==> config.mk <==
export PLATFORM = sky130hd
export DESIGN_NAME = pll_ctrl
export DESIGN_NICKNAME = d
export VERILOG_FILES = /design/src/rtl/pll_ctrl_pkg.sv /design/src/rtl/pll_ctrl_timer.sv /design/src/rtl/pll_ctrl.sv
export SDC_FILE = /design/constraint.sdc
export NUM_CORES = 1
export LEC_CHECK = 0
export BUFFER_PORTS_ARGS = -buffer_cell sky130_fd_sc_hd__buf_4
export CAP_MARGIN = 20
export CORE_ASPECT_RATIO = 1.75
export CORE_MARGIN = 4
export CORE_UTILIZATION = 55
export CTS_CLUSTER_DIAMETER = 60
export DETAILED_ROUTE_END_ITERATION = 6
export PLACE_DENSITY = 0.74
export SKIP_CTS_REPAIR_TIMING = 1
export SYNTH_ARGS = -nofsm -noshare
export SYNTH_HDL_FRONTEND = slang
export SYNTH_SLANG_ARGS = --single-unit
==> constraint.sdc <==
create_clock -name refclk -period 7.2 [get_ports refclk]
set_input_delay 1.44 -clock refclk [delete_from_list [all_inputs] [get_ports refclk]]
set_output_delay 1.44 -clock refclk [all_outputs]
set_load 0.01 [all_outputs]
==> src/rtl/pll_ctrl_pkg.sv <==
// Shared types, default constants and the slew helper for the pll_ctrl supervisor.
package pll_ctrl_pkg;

  typedef enum logic [1:0] {
    ST_IDLE    = 2'd0,
    ST_SLEW    = 2'd1,
    ST_BRAKE   = 2'd2,
    ST_LOCKOUT = 2'd3
  } pll_ctrl_state_e;

  localparam int DEF_DIVN_RESET           = 10;
  localparam int DEF_DIVN_MIN             = 4;
  localparam int DEF_DIVN_MAX             = 1000;
  localparam int DEF_DIVN_STEP            = 1;
  localparam int DEF_STEP_HOLD_CYCLES     = 32;
  localparam int DEF_BRAKE_PULSE_CYCLES   = 4;
  localparam int DEF_BRAKE_LOCKOUT_CYCLES = 600;

  // Shared timer width; must hold the largest of the hold/pulse/lockout reloads.
  localparam int TMR_W = 16;

  // One rate-limited move of cur toward tgt, signed so both directions work.
  function automatic logic [31:0] step_toward(input logic [31:0] cur,
                                              input logic [31:0] tgt,
                                              input int          step);
    int diff;
    diff = $signed(tgt) - $signed(cur);
    if (diff > step)       return cur + step;
    else if (diff < -step) return cur - step;
    else                   return tgt;
  endfunction

endpackage

==> src/rtl/pll_ctrl_timer.sv <==
// Loadable down-counter with a terminal-count flag, shared by all pll_ctrl states.
module pll_ctrl_timer
  import pll_ctrl_pkg::*;
#(
  parameter int W = TMR_W
) (
  input  logic         clk_i,
  input  logic         rst_n_i,
  input  logic         load_i,
  input  logic [W-1:0] load_val_i,
  output logic         done_o
);

  logic [W-1:0] cnt_q;

  always_ff @(posedge clk_i or negedge rst_n_i) begin
    if (!rst_n_i)               cnt_q <= '0;
    else if (load_i)            cnt_q <= load_val_i;
    else if (cnt_q != '0)       cnt_q <= cnt_q - 1'b1;
  end

  assign done_o = (cnt_q == '0);

endmodule

==> src/rtl/pll_ctrl.sv <==
// Refclk-domain PLL divider slew/brake supervisor.
// Optional statistics counters are enabled by defining PLL_CTRL_STATS_EN.
//
// state   | meaning
// IDLE    | divn == target, requests accepted
// SLEW    | stepping divn toward target every STEP_HOLD_CYCLES
// BRAKE   | brake pulse active, divn frozen
// LOCKOUT | PLL recovering, divn frozen, droop edges ignored
module pll_ctrl
  import pll_ctrl_pkg::*;
#(
  parameter int DIVN_RESET           = DEF_DIVN_RESET,
  parameter int DIVN_MIN             = DEF_DIVN_MIN,
  parameter int DIVN_MAX             = DEF_DIVN_MAX,
  parameter int DIVN_STEP            = DEF_DIVN_STEP,
  parameter int STEP_HOLD_CYCLES     = DEF_STEP_HOLD_CYCLES,
  parameter int BRAKE_PULSE_CYCLES   = DEF_BRAKE_PULSE_CYCLES,
  parameter int BRAKE_LOCKOUT_CYCLES = DEF_BRAKE_LOCKOUT_CYCLES
) (
  input  logic        refclk,
  input  logic        resetn,
  input  logic        req_valid,
  output logic        req_ready,
  input  logic [31:0] req_divn,
  input  logic        droop,
  output logic [31:0] divn,
  output logic        brake,
  output logic        busy,
`ifdef PLL_CTRL_STATS_EN
  output logic [15:0] brake_count,
  output logic [15:0] droop_ignored,
`endif
  output logic        range_err
);

  localparam logic [TMR_W-1:0] HOLD_LD    = TMR_W'(STEP_HOLD_CYCLES - 1);
  localparam logic [TMR_W-1:0] PULSE_LD   = TMR_W'(BRAKE_PULSE_CYCLES - 1);
  localparam logic [TMR_W-1:0] LOCKOUT_LD = TMR_W'(BRAKE_LOCKOUT_CYCLES - 1);

  pll_ctrl_state_e state_q, state_d;
  logic [31:0] divn_q, divn_d, target_q, target_d;
  logic        brake_q, brake_d, range_err_q, range_err_d, droop_q;
  logic        droop_rise, tmr_load, tmr_done, brake_evt, droop_ign_evt, req_bad;
  logic [TMR_W-1:0] tmr_val;

  assign droop_rise = droop && !droop_q;
  assign req_bad    = ($signed(req_divn) < DIVN_MIN) || ($signed(req_divn) > DIVN_MAX);

  pll_ctrl_timer #(.W(TMR_W)) u_timer (
    .clk_i      (refclk),
    .rst_n_i    (resetn),
    .load_i     (tmr_load),
    .load_val_i (tmr_val),
    .done_o     (tmr_done)
  );

  always_ff @(posedge refclk or negedge resetn) begin
    if (!resetn) begin
      state_q     <= ST_IDLE;
      divn_q      <= 32'(DIVN_RESET);
      target_q    <= 32'(DIVN_RESET);
      brake_q     <= 1'b0;
      range_err_q <= 1'b0;
      droop_q     <= 1'b0;
    end else begin
      state_q     <= state_d;
      divn_q      <= divn_d;
      target_q    <= target_d;
      brake_q     <= brake_d;
      range_err_q <= range_err_d;
      droop_q     <= droop;
    end
  end

  always_comb begin
    state_d       = state_q;
    divn_d        = divn_q;
    target_d      = target_q;
    range_err_d   = 1'b0;
    tmr_load      = 1'b0;
    tmr_val       = '0;
    brake_evt     = 1'b0;
    droop_ign_evt = 1'b0;
    req_ready     = (state_q == ST_IDLE) && !droop_rise;

    case (state_q)
      ST_IDLE: begin
        if (droop_rise) begin
          state_d   = ST_BRAKE;
          tmr_load  = 1'b1;
          tmr_val   = PULSE_LD;
          brake_evt = 1'b1;
        end else if (req_valid) begin
          if (req_bad) begin
            range_err_d = 1'b1;
          end else if (req_divn != divn_q) begin
            target_d = req_divn;
            state_d  = ST_SLEW;
            tmr_load = 1'b1;
            tmr_val  = HOLD_LD;
          end
        end
      end
      ST_SLEW: begin
        if (droop_rise) begin
          state_d   = ST_BRAKE;
          tmr_load  = 1'b1;
          tmr_val   = PULSE_LD;
          brake_evt = 1'b1;
        end else if (tmr_done) begin
          divn_d   = step_toward(divn_q, target_q, DIVN_STEP);
          tmr_load = 1'b1;
          tmr_val  = HOLD_LD;
          if (divn_d == target_q) state_d = ST_IDLE;
        end
      end
      ST_BRAKE: begin
        if (tmr_done) begin
          state_d  = ST_LOCKOUT;
          tmr_load = 1'b1;
          tmr_val  = LOCKOUT_LD;
        end
      end
      ST_LOCKOUT: begin
        droop_ign_evt = droop_rise;
        if (tmr_done) begin
          if (divn_q != target_q) begin
            state_d  = ST_SLEW;
            tmr_load = 1'b1;
            tmr_val  = HOLD_LD;
          end else begin
            state_d = ST_IDLE;
          end
        end
      end
      default: state_d = ST_IDLE;
    endcase

    brake_d = (state_d == ST_BRAKE);
  end

  assign divn      = divn_q;
  assign brake     = brake_q;
  assign busy      = (state_q != ST_IDLE);
  assign range_err = range_err_q;

`ifdef PLL_CTRL_STATS_EN
  logic [15:0] brake_cnt_q, droop_ign_q;

  always_ff @(posedge refclk or negedge resetn) begin
    if (!resetn) begin
      brake_cnt_q <= '0;
      droop_ign_q <= '0;
    end else begin
      if (brake_evt && brake_cnt_q != 16'hFFFF)     brake_cnt_q <= brake_cnt_q + 1'b1;
      if (droop_ign_evt && droop_ign_q != 16'hFFFF) droop_ign_q <= droop_ign_q + 1'b1;
    end
  end

  assign brake_count   = brake_cnt_q;
  assign droop_ignored = droop_ign_q;
`endif

endmodule

==> flow_summary.yaml, run 1 <==
synthesis:
  syn_avg_cell_area_um2: 7.40
  synth_area_mm2: 0.00908
  synth_enable_flop_cells: 0
  synth.lib_cells_used.distinct: 88
  yosysWarningCount: 0
  async_flop_share_pct: 100
  synth-seq-cells: 85
  postSynthNetCount: 1298
  seq_area_frac_synth_pct: 23.5
  synth_ff_type: "sky130_fd_sc_hd__dfrtp_1"
  syn-instance-count: 1227
clocking:
  clk_root_buffer_cell: "sky130_fd_sc_hd__clkbuf_16"
  clkLatencyLatePin_ns: 0.36
  worst_setup_hold_path_clk_slew_ns: 0.08
  cts_made_buffers: 9
  buffer_levels_on_the_longest_clock_path: 2
  clock_tree_from_tritoncts: "done"
  htree_num_levels: 3
  clkSinkCount: 85
floorplan:
  die_w_um: 105
  floorplan.io_pins: 72
  core_area_mm2: 0.0160
  floorplan.initialDensity_pct: 56.7
  die_span_y_um: 178
  dieArea_mm2: 0.0187
  row_count: 61
global_routing:
  globalRouteOverflowTotal: 0
  wire_length_of_the_first_global_routing_pass_um: 55900
  antenna_violations_before_repair: 0
  grt_usage_pct: 38.8
  grt_start_max_net_pins: 72
  grt_pass1_vias: 9907
detailed_routing:
  ant_nets: 0
  remaining_drc_errors: 0
  avgRoutedWirePerCell_um: 25.1
  route.final.wire_length_um: 36100
  drt_iter0_drc: 1202
  num_vias: 10100
  detailedRoute.firstPassIterationCount: 6
  routed_via_density: 6.98
final_layout:
  sequential_cell_area_mm2: 0.00213
  finalNetCount: 1319
  drive_above_1_share_pct: 12.1
  core_utilization_of_the_finished_layout_pct: 61.9
  most_frequent_standard_cell_in_the_layout_excluding_fill_and_tap_cells: "sky130_fd_sc_hd__nand2_1"
  antenna_cells: 0
  most_used_cells_in_the_layout_excluding_fill_and_tap_cells: "sky130_fd_sc_hd__nand2_1 (127), sky130_fd_sc_hd__nor2_1 (116), sky130_fd_sc_hd__buf_4 (88)"
  multiInputGateArea_mm2: 0.00640
  fillers: 1549
  postLayoutCellArea_mm2: 0.00993
  area_delta_synth_final_pct: 9.25
power_and_ir_drop:
  design_power_total_mw: 1.80
  peakVddDrop_mv: 0.173
  cellPowerDensity_mw_per_mm2: 182
  cellLeakagePower_nw: 4.02
worst_setup_path:
  timing_worst_setup_path_type: "register to register"
  crit_arrival_ns: 7.05
  sequence_of_cells_on_the_critical_path: "clkinv_1 -> ha_1 -> a21oi_1 -> nand2_1 -> o2111ai_1 -> a311oi_1 -> a2111oi_1 -> xnor2_1 -> nor2_1 -> buf_4 -> a21oi_2 -> buf_4 -> a2111oi_0 -> a2111oi_0 -> o2111ai_1 -> o41ai_1 -> a41oi_1"
  worst-r2r-cell-count: 17
  worstPathMaxFanout: 13
  worst-r2r-setup-slack_ns: 0.36
  worst_path_max_stage_delay_ns: 0.81
  worst_ep_required_time_ns: 7.41
  worst_r2r_endpoint: "state_q[0]"
  crit-reg2reg-launch: "divn[4]"
  cpMaxStageDelayCell: "sky130_fd_sc_hd__a2111oi_0"
  critical_path.endpoint_type: "register"
  worstSetupStartpointType: "register"
timing:
  relSlewSlack_pct: 33.2
  post-route-min-period_ns: 6.84
  final-setup-viol-count: 0
  final_min_period_over_clock_period_pct: 95.1
  fmax_mhz: 146
  total_count_of_max_transition_violations_in_the_final_report: 0
  worstMarginPinSlew_ns: 0.976
  worst_setup_skew_after_layout_ns: 0.0161
  rsz0062_at_grt: "no"
  finalSetupTns_ns: 0
  hold_viol: 0
  finalHoldWorstSlack_ns: 0.537
min_path:
  holdCritPathClass: "register to register"
  worstHoldStart: "u_timer.cnt_q[1]"
  min_delay_worst_endpoint: "u_timer.cnt_q[1]"
  timing.hold.worst_path_depth: 1
run_status:
  status: "finished clean"
placed_design:
  finalWeightedCongestion: 1.02
  dpl.hpwl_um: 28500
  dpl_cell_area_mm2: 0.00964
  port_buffer_count: 71
flow_run:
  timing.max_cap.violations: 0
==> stage by stage <==
step / worst slack (ns) / std cells
6_report: 0.355 / 1442
2_1_floorplan: 2.37 / 1227
3_5_place_dp: 0.822 / 1426
3_3_place_gp: 0.847 / 1426
5_1_grt: 0.0919 / 1442
4_1_cts: 0.792 / 1442
==> worst max path at each step <==
stage	to	cells after the start	start	slack, ns
after global routing	state_q[0]	17	divn[4]	0.09
after floorplan	state_q[0]	19	divn[4]	2.37
after CTS	state_q[0]	17	divn[4]	0.79
final	state_q[0]	17	divn[4]	0.36
after global placement	state_q[0]	17	divn[4]	0.85
after detailed placement	state_q[0]	17	divn[4]	0.82
==> cell type report <==
type	count	area share [%]
Sequential cell	85	21.5
Multi-Input combinational cell	1006	64.4
Clock inverter	6	0.542
Clock buffer	10	2.31
Timing Repair Buffer	88	6.66
Inverter	58	2.19
Tap cell	189	2.38
==> cell usage after synthesis, drive strengths merged (34+ instances only) <==
library cell  count  area [µm²]
nor4             35         255
inv              56         210
a21oi            64         332
o21ai            82         414
dfrtp            81        2030
ha               34         425
xnor2            73         639
nand3            51         255
nor3             51         267
nand4            37         231
clkbuf           50         188
nand2           130         495
nor2            117         442
==> logic make-up (layout without fill, tap and decap cells) <==
logic type | Yosys count | in the layout | synth area share, %
XOR/XNOR | 88 | 88 | 8.57
AND/OR/NAND/NOR | 547 | 547 | 31.0
flip-flops | 85 | 85 | 23.5
buffers and inverters | 136 | 162 | 6.23
adder cells (fa/ha/maj) | 35 | 35 | 4.90
AO/OA/AOI/OAI | 322 | 322 | 24.2
multiplexers | 14 | 14 | 1.61
==> flip-flops by register name, summed over array words and instances (netlist names) <==
signal and flops:
droop_q 1, state_q 2, divn 32, u_timer.cnt_q 16, range_err 1, brake 1, target_q 32
==> power breakdown <==
part	internal (mW)	total, mW	switching (mW)	leakage (nW)
sequential	0.529	0.593	0.0649	1.08
combinational	0.299	0.747	0.448	2.81
clock	0.241	0.464	0.223	0.136
==> worst max-delay path, delay by kind of cell (launching register included) <==
| family | cells | cell delay (ns) |
|---|---|---|
| xor gates and xnor gates | 1 | 0.29 |
| AOI/OAI and AO/OA | 10 | 4.12 |
| DFF | 1 | 0.56 |
| adders and majority gates | 1 | 0.48 |
| buffers and inverters | 3 | 0.86 |
| and+or+nand+nor | 2 | 0.38 |
==> layer usage <==
| metal | part of all wire [%] | global-route usage, % | up-vias |
|---|---|---|---|
| met2 | 49 | 67.4 | 624 |
| met4 | 9.4 | 30.4 | 0 |
| met5 | 0 | 0 | - |
| met1 | 35 | 42.6 | 4699 |
| li1 | - | - | 4553 |
| met3 | 6.5 | 4.93 | 194 |
(Power assumes the default switching activity.)
==> inputs of run 2 (changes only) <==
--- a/config.mk
+++ b/config.mk
@@ -6,13 +6,14 @@
 export NUM_CORES = 1
 export LEC_CHECK = 0
 export BUFFER_PORTS_ARGS = -buffer_cell sky130_fd_sc_hd__buf_4
-export CAP_MARGIN = 20
+export CAP_MARGIN = 30
 export CORE_ASPECT_RATIO = 1.75
 export CORE_MARGIN = 4
 export CORE_UTILIZATION = 55
 export CTS_CLUSTER_DIAMETER = 60
 export DETAILED_ROUTE_END_ITERATION = 6
 export PLACE_DENSITY = 0.74
+export REMOVE_ABC_BUFFERS = 1
 export SKIP_CTS_REPAIR_TIMING = 1
 export SYNTH_ARGS = -nofsm -noshare
 export SYNTH_HDL_FRONTEND = slang
==> run 2 against run 1 <==
The flow now finishes with violations (design-rule violations). Largest power group unchanged. Critical endpoint unchanged. Wire length up 0.48%. Final cell count up 0.28%. Critical path type unchanged. Total power up 2.0%. Register-to-register slack better by 0.52 ns. Worst hold slack worse by 0.011 ns. Sequential share of layout area down 0.13 points.
==> flow_summary.yaml, run 2 (synthesis results as in run 1) <==
worst_setup_path:
  sequence_of_cells_on_the_critical_path: "clkinv_1 -> ha_1 -> nand4_1 -> nor3_4 -> nand2_2 -> a31oi_4 -> o211ai_1 -> and2_1 -> or4_1 -> nor4_4 -> a21oi_2 -> buf_4 -> a211oi_1 -> a211oi_1 -> a2111o_1 -> a2111oi_0 -> a41oi_1"
  cpMaxStageDelayCell: "sky130_fd_sc_hd__nor4_4"
  worstSetupStartpointType: "register"
  crit_arrival_ns: 6.54
  worst_path_max_stage_delay_ns: 0.78
  cpMostUsedCell: "sky130_fd_sc_hd__a211oi_1"
  worstPathMaxFanout: 15
  critical_path.endpoint_type: "register"
  timing_worst_setup_path_type: "register to register"
  worst_ep_required_time_ns: 7.41
  worst-r2r-cell-count: 17
timing:
  final_min_period_over_clock_period_pct: 87.8
  hold_viol: 0
  post-route-min-period_ns: 6.32
  finalSetupTns_ns: 0
  fmax_mhz: 158
  relSlewSlack_pct: 30.5
  final-setup-viol-count: 0
  total_count_of_max_transition_violations_in_the_final_report: 0
  rsz0062_at_grt: "no"
  worstMarginPinSlew_ns: 1.04
  worst_setup_skew_after_layout_ns: 0.0142
detailed_routing:
  remaining_drc_errors: 3
  avgRoutedWirePerCell_um: 25.1
  route.final.wire_length_um: 36300
  detailedRoute.firstPassIterationCount: 7
  drt_iter0_drc: 910
  num_vias: 9980
  routed_via_density: 6.90
  ant_nets: 0
final_layout:
  drive_above_1_share_pct: 12.5
  most_used_cells_in_the_layout_excluding_fill_and_tap_cells: "sky130_fd_sc_hd__nand2_1 (127), sky130_fd_sc_hd__nor2_1 (116), sky130_fd_sc_hd__buf_4 (92)"
  most_frequent_standard_cell_in_the_layout_excluding_fill_and_tap_cells: "sky130_fd_sc_hd__nand2_1"
  fillers: 1523
  multiInputGateArea_mm2: 0.00640
  area_delta_synth_final_pct: 9.93
  antenna_cells: 0
  finalNetCount: 1323
  finish.cell_count_without_fillers: 1446
  sequential_cell_area_mm2: 0.00213
global_routing:
  grt_pass1_vias: 9732
  use_met3_pct: 4.78
  grt_usage_pct: 38.5
  grt_most_used_layer: "met2"
  globalRouteOverflowTotal: 0
  grt_start_max_net_pins: 64
  wire_length_of_the_first_global_routing_pass_um: 55300
  global_route.usage.met1_pct: 42.5
  met2_usage_pct: 67.8
  antenna_violations_before_repair: 0
placed_design:
  dpl.cell_count: 1430
  finalWeightedCongestion: 1.09
  port_buffer_count: 71
  dpl.hpwl_um: 28900
run_status:
  status: "complete, but fails checks"
  violations_in_the_final_reports: "design-rule violations"
clocking:
  worst_setup_hold_path_clk_slew_ns: 0.08
  clock_tree_from_tritoncts: "done"
  clk_root_buffer_cell: "sky130_fd_sc_hd__clkbuf_16"
  cts_made_buffers: 9
  clkSinkCount: 85
  htree_num_levels: 3
  buffer_levels_on_the_longest_clock_path: 2
  clkLatencyLatePin_ns: 0.35
floorplan:
  floorplan.io_pins: 72
  dieArea_mm2: 0.0187
  row_count: 61
  die_span_y_um: 178
  die_w_um: 105
  core_area_mm2: 0.0160
  floorplan.initialDensity_pct: 56.7
min_path:
  timing.hold.worst_path_depth: 1
  holdCritPathClass: "register to register"
power_and_ir_drop:
  cellPowerDensity_mw_per_mm2: 184
  peakVddDrop_mv: 0.109
  cellLeakagePower_nw: 4.06
flow_run:
  timing.max_cap.violations: 0
==> run 2: power by group <==
group / internal, mW / switching [mW] / total, mW
sequential: 0.529 / 0.0604 / 0.589
clock: 0.284 / 0.221 / 0.505
combinational: 0.297 / 0.450 / 0.747
total: 1.11 / 0.731 / 1.84
==> run 2: metrics by stage <==
| step | instance area, µm² | power, mW | hold WS [ns] | worst slack (ns) | util [%] |
|---|---|---|---|---|---|
| 2_1_floorplan | 8740 | 1.08 | 0.482 | 1.98 | - |
| 3_3_place_gp | 9670 | 1.32 | 0.501 | 1.09 | 60.3 |
| 3_5_place_dp | 9670 | 1.32 | 0.506 | 1.07 | 60.4 |
| 4_1_cts | 9990 | 1.83 | 0.523 | 1.02 | 62.3 |
| 5_1_grt | 9990 | 1.94 | 0.554 | 0.601 | 62.3 |
| 6_report | 9990 | 1.84 | 0.526 | 0.878 | 62.3 |
==> run 2: final timing paths <==
path	start	to	slack, ns
worst min register to register	u_timer.cnt_q[1]	u_timer.cnt_q[1]	0.53
max in group asynchronous	resetn	target_q[2]	5.09
min in group asynchronous	resetn	target_q[21]	1.06
worst max register to register	divn[4]	state_q[0]	0.88
worst min-delay path	u_timer.cnt_q[1]	u_timer.cnt_q[1]	0.53
worst max-delay path	divn[4]	state_q[0]	0.88
==> run 2: cell type report <==
| cell class | instances | area share, % |
|---|---|---|
| tap | 189 | 2.37 |
| timing repair buffer | 92 | 6.92 |
| clock inverter | 6 | 0.752 |
| inverter | 58 | 2.18 |
| sequential | 85 | 21.3 |
| clock buffer | 10 | 2.39 |
| multi-input combinational | 1006 | 64.0 |
==> run 2: layer usage <==
| metal | vias up | part of all wire, % |
|---|---|---|
| li1 | 4570 | - |
| met1 | 4677 | 36 |
| met2 | 548 | 50 |
| met3 | 185 | 6.3 |
| met4 | 0 | 8.6 |
| met5 | - | 0 |
==> run 2: critical path: cells and delay by family, from the launching register on <==
| kind | cells | cell delay, ns |
|---|---|---|
| compound gates | 8 | 2.23 |
| fa+ha+maj | 1 | 0.53 |
| buf+inv | 2 | 0.64 |
| flops | 1 | 0.55 |
| simple gates | 6 | 2.20 |
